$ cat src/rtl/pwm_multi_channel_gen.sv
// Purpose : N-channel PWM generator with a shared period counter and shadowed per-channel duty set by debounced buttons.
// Latency : PWM outputs lag the period counter by one clk; duty readback lags the shadow register by one clk.
// Backpressure: none; button events are dropped while ena=0, and out-of-range sel_ch values are ignored.
//
// Ports:
//   clk, rst          clock and synchronous active-high reset
//   ena               block enable (counter held at 0 and outputs forced low when 0)
//   sel_ch            channel targeted by the buttons and by uo_duty_rd
//   ui_increase_duty  raw push-button, raises the shadow duty of sel_ch by STEP
//   ui_decrease_duty  raw push-button, lowers the shadow duty of sel_ch by STEP
//   uo_pwm_out        registered PWM outputs, bit i = channel i
//   uo_duty_rd        registered shadow duty of sel_ch (0 when sel_ch is out of range)
//   uo_period_start   one-cycle pulse while the counter sits at 0 after a wrap
//
// Optional feature: define PWM_PHASE_STAGGER_EN to offset channel i's compare
// point by i*(PERIOD/NUM_CH) counts, spreading the rising edges over the period.

module pwm_multi_channel_gen #(
   parameter int NUM_CH    = 4,
   parameter int CNT_W     = 8,
   parameter int PERIOD    = 10,
   parameter int STEP      = 1,
   parameter int INIT_DUTY = 5,
   parameter int DEB_DIV   = 12500000,
   localparam int SEL_W    = (NUM_CH > 1) ? $clog2(NUM_CH) : 1
) (
   input  logic              clk,
   input  logic              rst,
   input  logic              ena,
   input  logic [SEL_W-1:0]  sel_ch,
   input  logic              ui_increase_duty,
   input  logic              ui_decrease_duty,
   output logic [NUM_CH-1:0] uo_pwm_out,
   output logic [CNT_W-1:0]  uo_duty_rd,
   output logic              uo_period_start
);

   localparam int PS_W = (DEB_DIV > 1) ? $clog2(DEB_DIV) : 1;

   localparam logic [PS_W-1:0]  PS_MAX    = PS_W'(DEB_DIV - 1);
   localparam logic [CNT_W-1:0] CNT_MAX   = CNT_W'(PERIOD - 1);
   localparam logic [CNT_W:0]   PERIOD_W  = (CNT_W+1)'(PERIOD);
   localparam logic [CNT_W-1:0] PERIOD_C  = CNT_W'(PERIOD);
   localparam logic [CNT_W-1:0] STEP_C    = CNT_W'(STEP);
   localparam logic [CNT_W:0]   STEP_W    = (CNT_W+1)'(STEP);
   localparam logic [CNT_W-1:0] INIT_C    = CNT_W'(INIT_DUTY);
   localparam logic [SEL_W:0]   NUM_CH_C  = (SEL_W+1)'(NUM_CH);

   // State registers
   logic [PS_W-1:0]   ps_q, ps_d;
   logic [1:0]        s1_q, s1_d;            // bit0 = increase, bit1 = decrease
   logic [1:0]        s2_q, s2_d;
   logic [CNT_W-1:0]  cnt_q, cnt_d;
   logic [CNT_W-1:0]  shadow_q [NUM_CH];
   logic [CNT_W-1:0]  shadow_d [NUM_CH];
   logic [CNT_W-1:0]  active_q [NUM_CH];
   logic [CNT_W-1:0]  active_d [NUM_CH];
   logic [NUM_CH-1:0] pwm_q, pwm_d;
   logic [CNT_W-1:0]  duty_rd_q, duty_rd_d;
   logic              pstart_q, pstart_d;

   // Combinational helpers
   logic              tick;
   logic [1:0]        ev;
   logic              sel_ok;
   logic              upd;
   logic              wrap;
   logic [CNT_W-1:0]  sel_duty;
   logic [CNT_W:0]    inc_sum;
   logic [CNT_W-1:0]  inc_val;
   logic [CNT_W-1:0]  dec_val;
`ifdef PWM_PHASE_STAGGER_EN
   logic [CNT_W:0]    ph;
`endif

   assign tick   = (ps_q == PS_MAX);
   // Rising edge of the sampled button, seen only on the sample tick so a
   // held button yields exactly one event.
   assign ev     = s1_q & ~s2_q & {2{tick}};
   assign sel_ok = ({1'b0, sel_ch} < NUM_CH_C);
   assign upd    = ena & sel_ok & (ev[0] ^ ev[1]);
   assign wrap   = ena & (cnt_q == CNT_MAX);

   assign sel_duty = sel_ok ? shadow_q[sel_ch] : '0;
   // One extra bit so saturation is decided before any wrap can occur.
   assign inc_sum  = {1'b0, sel_duty} + STEP_W;
   assign inc_val  = (inc_sum > PERIOD_W) ? PERIOD_C : inc_sum[CNT_W-1:0];
   assign dec_val  = (sel_duty < STEP_C) ? '0 : (sel_duty - STEP_C);

   always_comb begin
      ps_d      = tick ? '0 : (ps_q + 1'b1);
      s1_d      = tick ? {ui_decrease_duty, ui_increase_duty} : s1_q;
      s2_d      = tick ? s1_q : s2_q;
      cnt_d     = (!ena || wrap) ? '0 : (cnt_q + 1'b1);
      shadow_d  = shadow_q;
      // Active duty samples the pre-edge shadow, so a same-cycle shadow
      // write is picked up only at the following wrap.
      active_d  = wrap ? shadow_q : active_q;
      duty_rd_d = sel_duty;
      pstart_d  = wrap;
      pwm_d     = '0;
`ifdef PWM_PHASE_STAGGER_EN
      ph        = '0;
`endif
      if (upd) begin
         shadow_d[sel_ch] = ev[0] ? inc_val : dec_val;
      end
      for (int i = 0; i < NUM_CH; i++) begin
`ifdef PWM_PHASE_STAGGER_EN
         // Offset is always < PERIOD, so one conditional subtract is a full mod.
         ph = {1'b0, cnt_q} + (CNT_W+1)'(i * (PERIOD / NUM_CH));
         if (ph >= PERIOD_W) begin
            ph = ph - PERIOD_W;
         end
         pwm_d[i] = ena & (ph[CNT_W-1:0] < active_q[i]);
`else
         pwm_d[i] = ena & (cnt_q < active_q[i]);
`endif
      end
   end

   always_ff @(posedge clk) begin
      if (rst) begin
         ps_q      <= '0;
         s1_q      <= '0;
         s2_q      <= '0;
         cnt_q     <= '0;
         pwm_q     <= '0;
         duty_rd_q <= INIT_C;
         pstart_q  <= 1'b0;
         for (int i = 0; i < NUM_CH; i++) begin
            shadow_q[i] <= INIT_C;
            active_q[i] <= INIT_C;
         end
      end else begin
         ps_q      <= ps_d;
         s1_q      <= s1_d;
         s2_q      <= s2_d;
         cnt_q     <= cnt_d;
         pwm_q     <= pwm_d;
         duty_rd_q <= duty_rd_d;
         pstart_q  <= pstart_d;
         for (int i = 0; i < NUM_CH; i++) begin
            shadow_q[i] <= shadow_d[i];
            active_q[i] <= active_d[i];
         end
      end
   end

   assign uo_pwm_out      = pwm_q;
   assign uo_duty_rd      = duty_rd_q;
   assign uo_period_start = pstart_q;

endmodule
$ cat config.mk
export PLATFORM = sky130hd
export DESIGN_NAME = pwm_multi_channel_gen
export DESIGN_NICKNAME = d
export VERILOG_FILES = /design/src/rtl/pwm_multi_channel_gen.sv
export SDC_FILE = /design/constraint.sdc
export NUM_CORES = 1
export LEC_CHECK = 0
export CORE_AREA = 2 2 129 131
export DETAILED_ROUTE_END_ITERATION = 8
export DIE_AREA = 0 0 131 133
export HOLD_SLACK_MARGIN = 0.06
export PLACE_DENSITY = 0.46
export REMOVE_ABC_BUFFERS = 1
export SLEW_MARGIN = 20
export SYNTH_ARGS = -nofsm -noshare
export SYNTH_HDL_FRONTEND = slang
export SYNTH_SLANG_ARGS = --single-unit
$ cat constraint.sdc
create_clock -name clk -period 7 [get_ports clk]
set_input_delay 1.4 -clock clk [delete_from_list [all_inputs] [get_ports clk]]
set_output_delay 1.4 -clock clk [all_outputs]
set_load 0.01 [all_outputs]
Word level (Yosys, flattened, before mapping)
Cells that the tools add are included.
Widths: inputs -> output; s select.
{"block": "classes", "addsub": 4, "mul": 0, "div_mod_pow": 0, "n_lt_le_gt_ge": 8, "eq_ne": 2, "shift": 0, "muxes": 9, "bitwise": 11, "reduce_logical": 5}
{"cell": "$mux 8", "count": 6}
{"cell": "$bwmux 32", "count": 1}
{"cell": "$lt 8x8->1", "count": 4}
{"cell": "$add 24x1->24 const B", "count": 1}
{"cell": "$eq 24x24->1 const B", "count": 1}
{"cell": "$bmux 8 s2", "count": 1}
{"cell": "$demux 8 s2", "count": 1}
{"cell": "$add 8x1->9 const B", "count": 1}
{"cell": "$gt 9x4->1 const B", "count": 1}
{"cell": "$add 8x1->8 const B", "count": 1}
{"cell": "$eq 8x4->1 const B", "count": 1}
{"cell": "$lt 8x1->1 const B", "count": 1}
{"cell": "$sub 8x1->8 const B", "count": 1}
{"cell": "$and 1x1->1", "count": 6}
{"cell": "$and 2x2->2", "count": 2}
{"cell": "$reduce_or 2->1", "count": 2}
{"cell": "$ge 3x3->1 const B", "count": 1}
{"cell": "$lt 3x1->1 const B", "count": 1}
{"cell": "$not 2->3", "count": 1}
{"cell": "$not 2->2", "count": 1}
{"cell": "$logic_and 1x1->1", "count": 1}
{"cell": "$logic_not 1->1", "count": 1}
{"cell": "$logic_or 1x1->1", "count": 1}
{"cell": "$xor 1x1->1", "count": 1}
{"block": "totals", "regBits": 113, "latch_bits": 0, "ramBits": 0, "mem_bits_ro": 0, "input_bits": 7, "wordCells": 54, "memories": 0}

Logic depth before layout (Yosys ltp)
Gate-level depths: netlist of run 1.
{"block": "logic_depth", "depth_word": 9, "mapped_depth": 13, "mapped_depth_nobuf": 11}

Worst setup path after synthesis of run 1
Ideal clock, no wire load.
{"block": "synth_timing", "path_kind": "input port to flip-flop", "from": "input port sel_ch[0]", "to": "register shadow_q[8] (netlist name)", "arrival_time_ns": 3.977, "required_time_ns": 6.942, "setup_slack_ns": 2.965, "cell_stages": 13, "path_buffers": 2, "cell_sequence": "buf_6 -> mux4_2 -> buf_2 -> inv_1 -> ha_1 -> nand2b_1 -> a41o_1 -> o32ai_1 -> o221ai_1 -> o211a_1 -> or3_4 -> nor3_2 -> a211o_1"}
{"block": "synth_between", "elab_chain_cells": 9}
{"element": "start, declared", "line_no": "30", "text": "input logic [SEL_W-1:0] sel_ch,"}
{"element": "$not 2->3 (implied by the code) *", "line_no": "84", "text": "assign sel_duty = sel_ok ? shadow_q[sel_ch] : '0;"}
{"element": "$bmux 8 s2 *", "line_no": "84"}
{"element": "$mux 8 (implied by the code) * (2 in a row)", "line_no": "84"}
{"element": "via duty_rd_d[1]", "line_no": "59", "text": "logic [CNT_W-1:0] duty_rd_q, duty_rd_d;"}
{"element": "$add 8x1->9", "line_no": "86", "text": "assign inc_sum = {1'b0, sel_duty} + STEP_W;"}
{"element": "$gt 9x4->1", "line_no": "87", "text": "assign inc_val = (inc_sum > PERIOD_W) ? PERIOD_C : inc_sum[CNT_W-1:0];"}
{"element": "$mux 8", "line_no": "87"}
{"element": "$mux 8 *", "line_no": "106", "text": "shadow_d[sel_ch] = ev[0] ? inc_val : dec_val;"}
{"element": "$bwmux 32 *", "line_no": "106"}
{"element": "end signal, assigned by index", "line_no": "144", "text": "shadow_q[i] <= shadow_d[i];"}
{"element": "end, declared", "line_no": "54", "text": "logic [CNT_W-1:0] shadow_q [NUM_CH];"}
The timed path passes the listed nets; every way through them passes the cells marked *. The select of a mux whose other input is x is not followed.
A chain may end at the register's enable or synchronous reset.

Worst setup path after layout of run 1
{"block": "layout_timing", "from": "input port sel_ch[0]", "to": "register shadow_q[17] (netlist name)"}
{"block": "layout_between", "elab_chain_cells": 9}
{"element": "$not 2->3 *", "line_no": "84, 106"}
{"element": "$bmux 8 s2", "line_no": "84"}
{"element": "$mux 8 (implied by the code) (2 in a row)", "line_no": "84"}
{"element": "$add 8x1->9", "line_no": "86"}
{"element": "$gt 9x4->1", "line_no": "87"}
{"element": "$mux 8", "line_no": "87"}
{"element": "$mux 8", "line_no": "106"}
{"element": "$bwmux 32 *", "line_no": "106"}
Mark *: on every way between the ends. The rest lies on a longest branch, timed or not. The select of a mux whose other input is x is not followed.

==> impl_results.md, run 1 <==
* Largest family of logic cells by synthesized area: simple AND/OR/NAND/NOR gates
* Status: finished clean
* Final core utilization at 39.5%
* PostCTS Resize Cnt at 0
* Die Width at 131 um
* Antenna-violating nets left at 0
* N_diodes at 0
* Die H at 133 um
* Wire length per cell at 14.5 um
* RSZ-0062 raised after global routing: no
* Post-Synth Adder-Cell Area at 7.89%
* Mean Syn Cell Area at 8.67 sq um
* CP arrival at 5.15 ns
* Core area at 16200 sq um
* Fmax at 0.204 GHz
* EDFF count, synth at 0
* CTS clk-pin slew, worst paths at 0.05 ns
* Most frequent cell after synthesis: dfxtp_1
* Filler cell count at 1618
* Commonest cells post-synth: 113 x dfxtp_1, 96 x nand2_1, 68 x nor2_1
* Worst skew pair latency at 0.42 ns
* Maximum vdd drop at 0.191 mV
* Starting Density at 33.4%
* Num CTS Buffers at 17
* Drt total wl at 12.6 mm
* Share of cells above drive strength 1 at 8.04%
* Tmin final at 4.89 ns
* Critical Path RT at 7.26 ns
* Type of origin of the critical path: input pin
* Worst-margin pin slew at 0.799 ns
* Synth Area in XOR/XNOR at 5.36%
* I/O pin count at 20
* Largest net degree at the start of global routing at 65
* Worst Skew at 0.0108 ns
* Mapped Cells at 622
* CTS Root Cell: clkbuf_16
* PortBufs at 19
* Multi-input logic area at 2870 sq um
* Area post-placement at 5750 sq um
* First-pass GRT wire length at 21.2 mm
* Register area share after synthesis at 41.9%
* Final Max Slew Viols at 0
* Endpoints failing hold at 0
* Power Dens Cells at 252 nW/um^2
* Crit path cell chain: clkdlybuf4s50_1 > mux4_2 > inv_1 > ha_1 > nand2b_1 > a41o_1 > o32ai_1 > o221ai_1 > o211a_1 > a211oi_1 > a211oi_1
* CP dominant cell by count: a211oi_1
* Detailed-route via count at 4222
* Final instance area at 6390 sq um
* Fin crit share at 69.9%
* Router iterations before antenna repair at 4
* Async S/R FF share, synth at 0%
* Final setup viols at 0
* Hold Path Class: flip-flop to flip-flop
* H-tree depth at 4
* Synth area leaders: dfxtp_1 42%, ha_1 7.9%, nand2_1 6.7%, nor2_1 4.7%, a21oi_1 4.0%
* Nets at 675
* Die footprint at 17400 sq um
* CP max stage delay at 0.99 ns
* Area grow syn2layout at 18.5%
* #FFs+latches synth at 113
* Mux cell area share after synthesis at 5.38%
* Worst setup EP type: flip-flop
* Max Cap Viol at 0
* Seq. cell area at 2260 sq um
* Synth Area in Simple Gates at 21.3%
* Synth top area share at 41.9%
* TritonCTS clock tree: yes
* DRC violations left at 0
* Synth Flop Type: dfxtp_1
* Yosys top cell by area: dfxtp_1
* CP max stage cell: clkdlybuf4s50_1
* Complex-gate fraction of the synthesized area at 13.2%
* Setup bufs post-CTS at 0
* Total gr overflow at 0
* GPL Wtd Cong at 0.772
* Critical path class: input pin to flip-flop
* Starting DRT DRC Count at 221
* Leakage power at 2.52 nW
* Vias in the first global route at 4217
* DP HPWL at 8.88 mm
* Avg Vias per Cell at 4.87
* Yosys cell types at 47
* Crit Path Max Fanout at 16
* # rows at 47
* Initial antenna violation count at 0
* Clock Path Buffers at 2
* Synthesized area at 5390 sq um
* Relative slew slack at 46.6%
* Total track usage at 15.8%
* Syn. warnings at 0
* Setup_tns at 0 ns
* Cts hold-fix bufs at 0
* CTS sink cnt at 113
-- flip-flops by register name, summed over array words and instances (netlist names) --
register	flops
uo_pwm_out	4
uo_period_start	1
shadow_q	32
active_q	32
cnt_q	8
ps_q	24
s1_q	2
s2_q	2
uo_duty_rd	8
-- final timing paths --
| kind | endpoint | startpoint | cells after the start | slack [ns] |
|---|---|---|---|---|
| worst max register to register | shadow_q[19] | ps_q[0] | 9 | 3.86 |
| worst min register to register | active_q[19] | active_q[19] | 2 | 0.46 |
| worst min-delay path | active_q[19] | active_q[19] | 2 | 0.46 |
| worst max-delay path | shadow_q[17] | sel_ch[0] | 11 | 2.11 |
-- metrics by stage --
| step | setup WS, ns | hold slack, ns | cells | total power [mW] |
|---|---|---|---|---|
| after detailed placement | 1.67 | 0.446 | 835 | 0.698 |
| after floorplan | 3.16 | 0.430 | 593 | 0.676 |
| final | 2.11 | 0.457 | 867 | 1.61 |
| after global routing | 1.80 | 0.478 | 867 | 1.67 |
| after global placement | 1.79 | 0.445 | 835 | 0.698 |
| after CTS | 2.10 | 0.457 | 867 | 1.64 |
-- kinds of logic (layout without fill, tap and decap cells) --
logic type / Yosys count / after routing
flops: 113 / 113
compound gates: 107 / 107
buf+inv: 65 / 90
xor+xnor: 33 / 33
fa+ha+maj: 34 / 34
mux: 19 / 19
simple gates: 251 / 251
-- critical path: cells and delay by family --
| family | cells | cell delay, ns |
|---|---|---|
| muxes | 1 | 0.73 |
| buffers and inverters | 2 | 1.19 |
| and+or+nand+nor | 1 | 0.16 |
| AOI/OAI and AO/OA | 6 | 1.34 |
| adders and majority gates | 1 | 0.31 |
-- routing by layer --
| layer | up-vias | track usage [%] | part of all wire, % |
|---|---|---|---|
| met3 | 12 | 3.88 | 3.0 |
| li1 | 2150 | - | - |
| met1 | 2012 | 20.0 | 46 |
| met5 | - | 0 | 0 |
| met4 | 0 | 5.56 | 1.1 |
| met2 | 48 | 25.9 | 50 |
-- power breakdown --
part	internal [mW]	switching [mW]	leakage, nW
combinational	0.0124	0.0205	1.30
clock	0.630	0.298	0.312
sequential	0.647	0.00331	0.913
total	1.29	0.322	2.52
-- cells in the final DEF, fill, tap and decap left out, types with 3 or more instances in the layout --
cell type / Yosys / final
buf_4: 0 / 3
nor2_1: 68 / 68
xnor2_1: 9 / 9
and3_1: 9 / 8
o211ai_1: 5 / 5
nand2_1: 96 / 96
nor2b_1: 3 / 3
nand3_1: 27 / 26
a21oi_1: 43 / 43
nand4_1: 8 / 8
xor2_1: 24 / 24
and4_1: 3 / 3
dfxtp_1: 113 / 113
ha_1: 34 / 34
and2_1: 7 / 7
nand2b_1: 8 / 8
mux4_2: 8 / 8
clkinv_2: 0 / 4
o21ai_0: 8 / 8
inv_1: 36 / 36
mux2i_1: 11 / 11
a211oi_1: 13 / 13
bufinv_16: 0 / 4
clkdlybuf4s50_1: 0 / 18
nor3_1: 9 / 9
clkbuf_16: 0 / 17
a21o_1: 24 / 24
clkbuf_8: 0 / 4
-- layout make-up --
class	count	share of cell area, %
clock buffers	22	7.58
clock inverters	10	2.43
inverters	36	2.11
multi-input cells	444	44.9
flip-flops and latches	113	35.4
well taps	220	4.31
repair buffers	22	3.25
No activity file was read; power rests on OpenSTA's default activity.
==> run 2, diff against run 1 <==
- clock period: 7 -> 5 ns (I/O delays scaled with it)
==> run 2 against run 1 <==
Net effect:
- final cell count up 0.23%
- first-iteration DRC count grew 29%
- clock-buffer cell count decreased by 3
- clock power rose by 40%
- sequential power rose by 40%
- highest routed layer unchanged
- worst hold slack worse by 0.0023 ns
- non-clock buffer count grew 2
- core utilization up 0.077 points
- worst setup slack got worse by 1.1 ns
- via count stayed put
- clock skew shrank 0.0024 ns
- critical endpoint is now shadow_q[25]
==> impl_results.md, run 2 (same netlist as run 1, synthesis figures left out) <==
* Status: finished clean (unchanged)
* Worst Skew at 0.00834 ns (was 0.0108 ns)
* Largest net degree at the start of global routing at 64 (was 65)
* Critical path class: input pin to flip-flop (unchanged)
* Relative slew slack at 53.6% (was 46.6%)
* Max Cap Viol at 0 (unchanged)
* Clock Path Buffers at 2 (unchanged)
* CTS sink cnt at 113 (unchanged)
* Tmin final at 3.96 ns
* Detailed-route via count at 4222 (unchanged)
* Final instance area at 6400 sq um (was 6390 sq um)
* Worst skew pair latency at 0.42 ns (about the same)
* Sequential group share of total power at 40.4% (about the same)
* Post-Layout Cell Count at 869 (was 867)
* Die Width at 131 um (unchanged)
* PostCTS Resize Cnt at 0 (unchanged)
* Worst setup EP type: flip-flop (unchanged)
* Maximum vdd drop at 0.239 mV (was 0.191 mV)
* Fmax at 0.253 GHz
* Final Hold Slack at 0.454 ns (was 0.457 ns)
* Die H at 133 um (unchanged)
* Router iterations before antenna repair at 4 (unchanged)
* Hold Path Class: flip-flop to flip-flop (unchanged)
* DP HPWL at 8.97 mm (was 8.88 mm)
* Wire length per cell at 14.8 um (was 14.5 um)
* Switching part of the total at 20.9% (was 20.0%)
* Worst hold path cell count at 2 (unchanged)
* Setup bufs post-CTS at 0 (unchanged)
* Fin crit share at 79.2%
* Leading cell type in the layout, fill and taps excluded: dfxtp_1 (unchanged)
* Filler cell count at 1633 (was 1618)
* Seq. cell area at 2260 sq um (unchanged)
* R2r worst-path depth at 9 (unchanged)
* Die footprint at 17400 sq um (unchanged)
* Critical Path RT at 5.27 ns (was 7.26 ns)
* Vias in the first global route at 4208 (was 4217)
* Antenna-violating nets left at 0 (unchanged)
* Type of origin of the critical path: input pin (unchanged)
* # rows at 47 (unchanged)
* Pint at 1.78 mW (was 1.29 mW)
* Setup_tns at 0 ns (unchanged)
* Num CTS Buffers at 17 (unchanged)
* Starting DRT DRC Count at 284 (was 221)
* Core area at 16200 sq um (unchanged)
* Crit Path Max Fanout at 11 (was 16)
* Power Dens Cells at 352 nW/um^2 (was 252 nW/um^2)
* Share of cells above drive strength 1 at 8.47% (was 8.04%)
* N_diodes at 0 (unchanged)
* CTS Root Cell: clkbuf_16 (unchanged)
* Total gr overflow at 0 (unchanged)
* Final Power at 2.25 mW (was 1.61 mW)
* Clock share of power at 57.5% (was 57.6%)
* Final setup viols at 0 (unchanged)
* Avg Vias per Cell at 4.86 (was 4.87)
* CTS clk-pin slew, worst paths at 0.05 ns (about the same)
* Worst-margin pin slew at 0.695 ns (was 0.799 ns)
* Final setup margin at 1.04 ns (was 2.11 ns)
* Initial antenna violation count at 0 (unchanged)
* I/O pin count at 20 (unchanged)
* Nets at 677 (was 675)
* GPL Wtd Cong at 0.821 (was 0.772)
* Placed cell count at 837 (was 835)
* Most frequent cells in the layout: 113 x dfxtp_1, 96 x nand2_1, 68 x nor2_1, 43 x a21oi_1, 36 x inv_1 (unchanged)
* DRC violations left at 0 (unchanged)
* H-tree depth at 4 (unchanged)
* Starting Density at 33.4% (unchanged)
* TritonCTS clock tree: yes (unchanged)
* Logic pwr share at 2.1% (was 2.0%)
* Area post-placement at 5760 sq um (was 5750 sq um)
* Endpoints failing hold at 0 (unchanged)
* Multi-input logic area at 2870 sq um (unchanged)
* Cts hold-fix bufs at 0 (unchanged)
* Post-place setup slack at 0.637 ns (was 1.67 ns)
* Drt total wl at 12.9 mm (was 12.6 mm)
* Sw power at 0.472 mW (was 0.322 mW)
* PortBufs at 19 (unchanged)
* Total track usage at 15.9% (was 15.8%)
* Area grow syn2layout at 18.7% (was 18.5%)
* Biggest regs: active_q (32), shadow_q (32), ps_q (24) (unchanged)
* Final Max Slew Viols at 0 (unchanged)
* First-pass GRT wire length at 21.4 mm (was 21.2 mm)
* CP arrival at 4.23 ns (was 5.15 ns)
* RSZ-0062 raised after global routing: no (unchanged)
* Final core utilization at 39.6% (was 39.5%)
* Leakage power at 2.52 nW (about the same)
## run 2: cell types whose count changed in the layout (fill, tap and decap cells not counted)
cell / previous run / this run
buf_4: 3 / 5
clkbuf_1: 1 / 0
clkbuf_8: 4 / 2
clkinv_2: 4 / 3
clkinv_4: 0 / 2
clkinvlp_4: 2 / 3
inv_6: 0 / 1
## run 2: path summary, 6_finish.rpt
| kind | to | slack [ns] | from |
|---|---|---|---|
| worst max-delay path | shadow_q[25] | 1.04 | sel_ch[0] |
| worst min register to register | active_q[28] | 0.45 | active_q[28] |
| worst min-delay path | active_q[28] | 0.45 | active_q[28] |
| worst max register to register | shadow_q[27] | 1.77 | ps_q[0] |
## run 2: metal layers
metal | global-route usage [%] | share of wire, %
met5 | 0 | 0
met4 | 6.03 | 1.6
met3 | 4.21 | 2.8
met2 | 25.5 | 48
met1 | 20.3 | 47
## run 2: area by class of cell
| cell class | instances | share of cell area [%] |
|---|---|---|
| repair buffers | 24 | 3.48 |
| clock buffers | 19 | 7.07 |
| clock inverters | 13 | 2.87 |
| flip-flops and latches | 113 | 35.3 |
| multi-input cells | 444 | 44.8 |
| well taps | 220 | 4.30 |
| inverters | 36 | 2.11 |
## run 2: power by group through the flow
stage               logic, mW  clock network (mW)  registers, mW
floorplan              0.0176                   0          0.929
global placement       0.0478                   0          0.930
detailed placement     0.0482                   0          0.930
CTS                    0.0488                1.32          0.910
global route           0.0527                1.37          0.911
finish                 0.0476                1.30          0.911
## run 2: critical path, cell delays in order
cell,delay [ns]
clkdlybuf4s50_1,0.57
mux4_2,0.66
inv_1,0.19
ha_1,0.31
nand2b_1,0.16
a41o_1,0.24
o32ai_1,0.12
o221ai_1,0.16
o211a_1,0.18
a211oi_1,0.48
a211oi_1,0.15
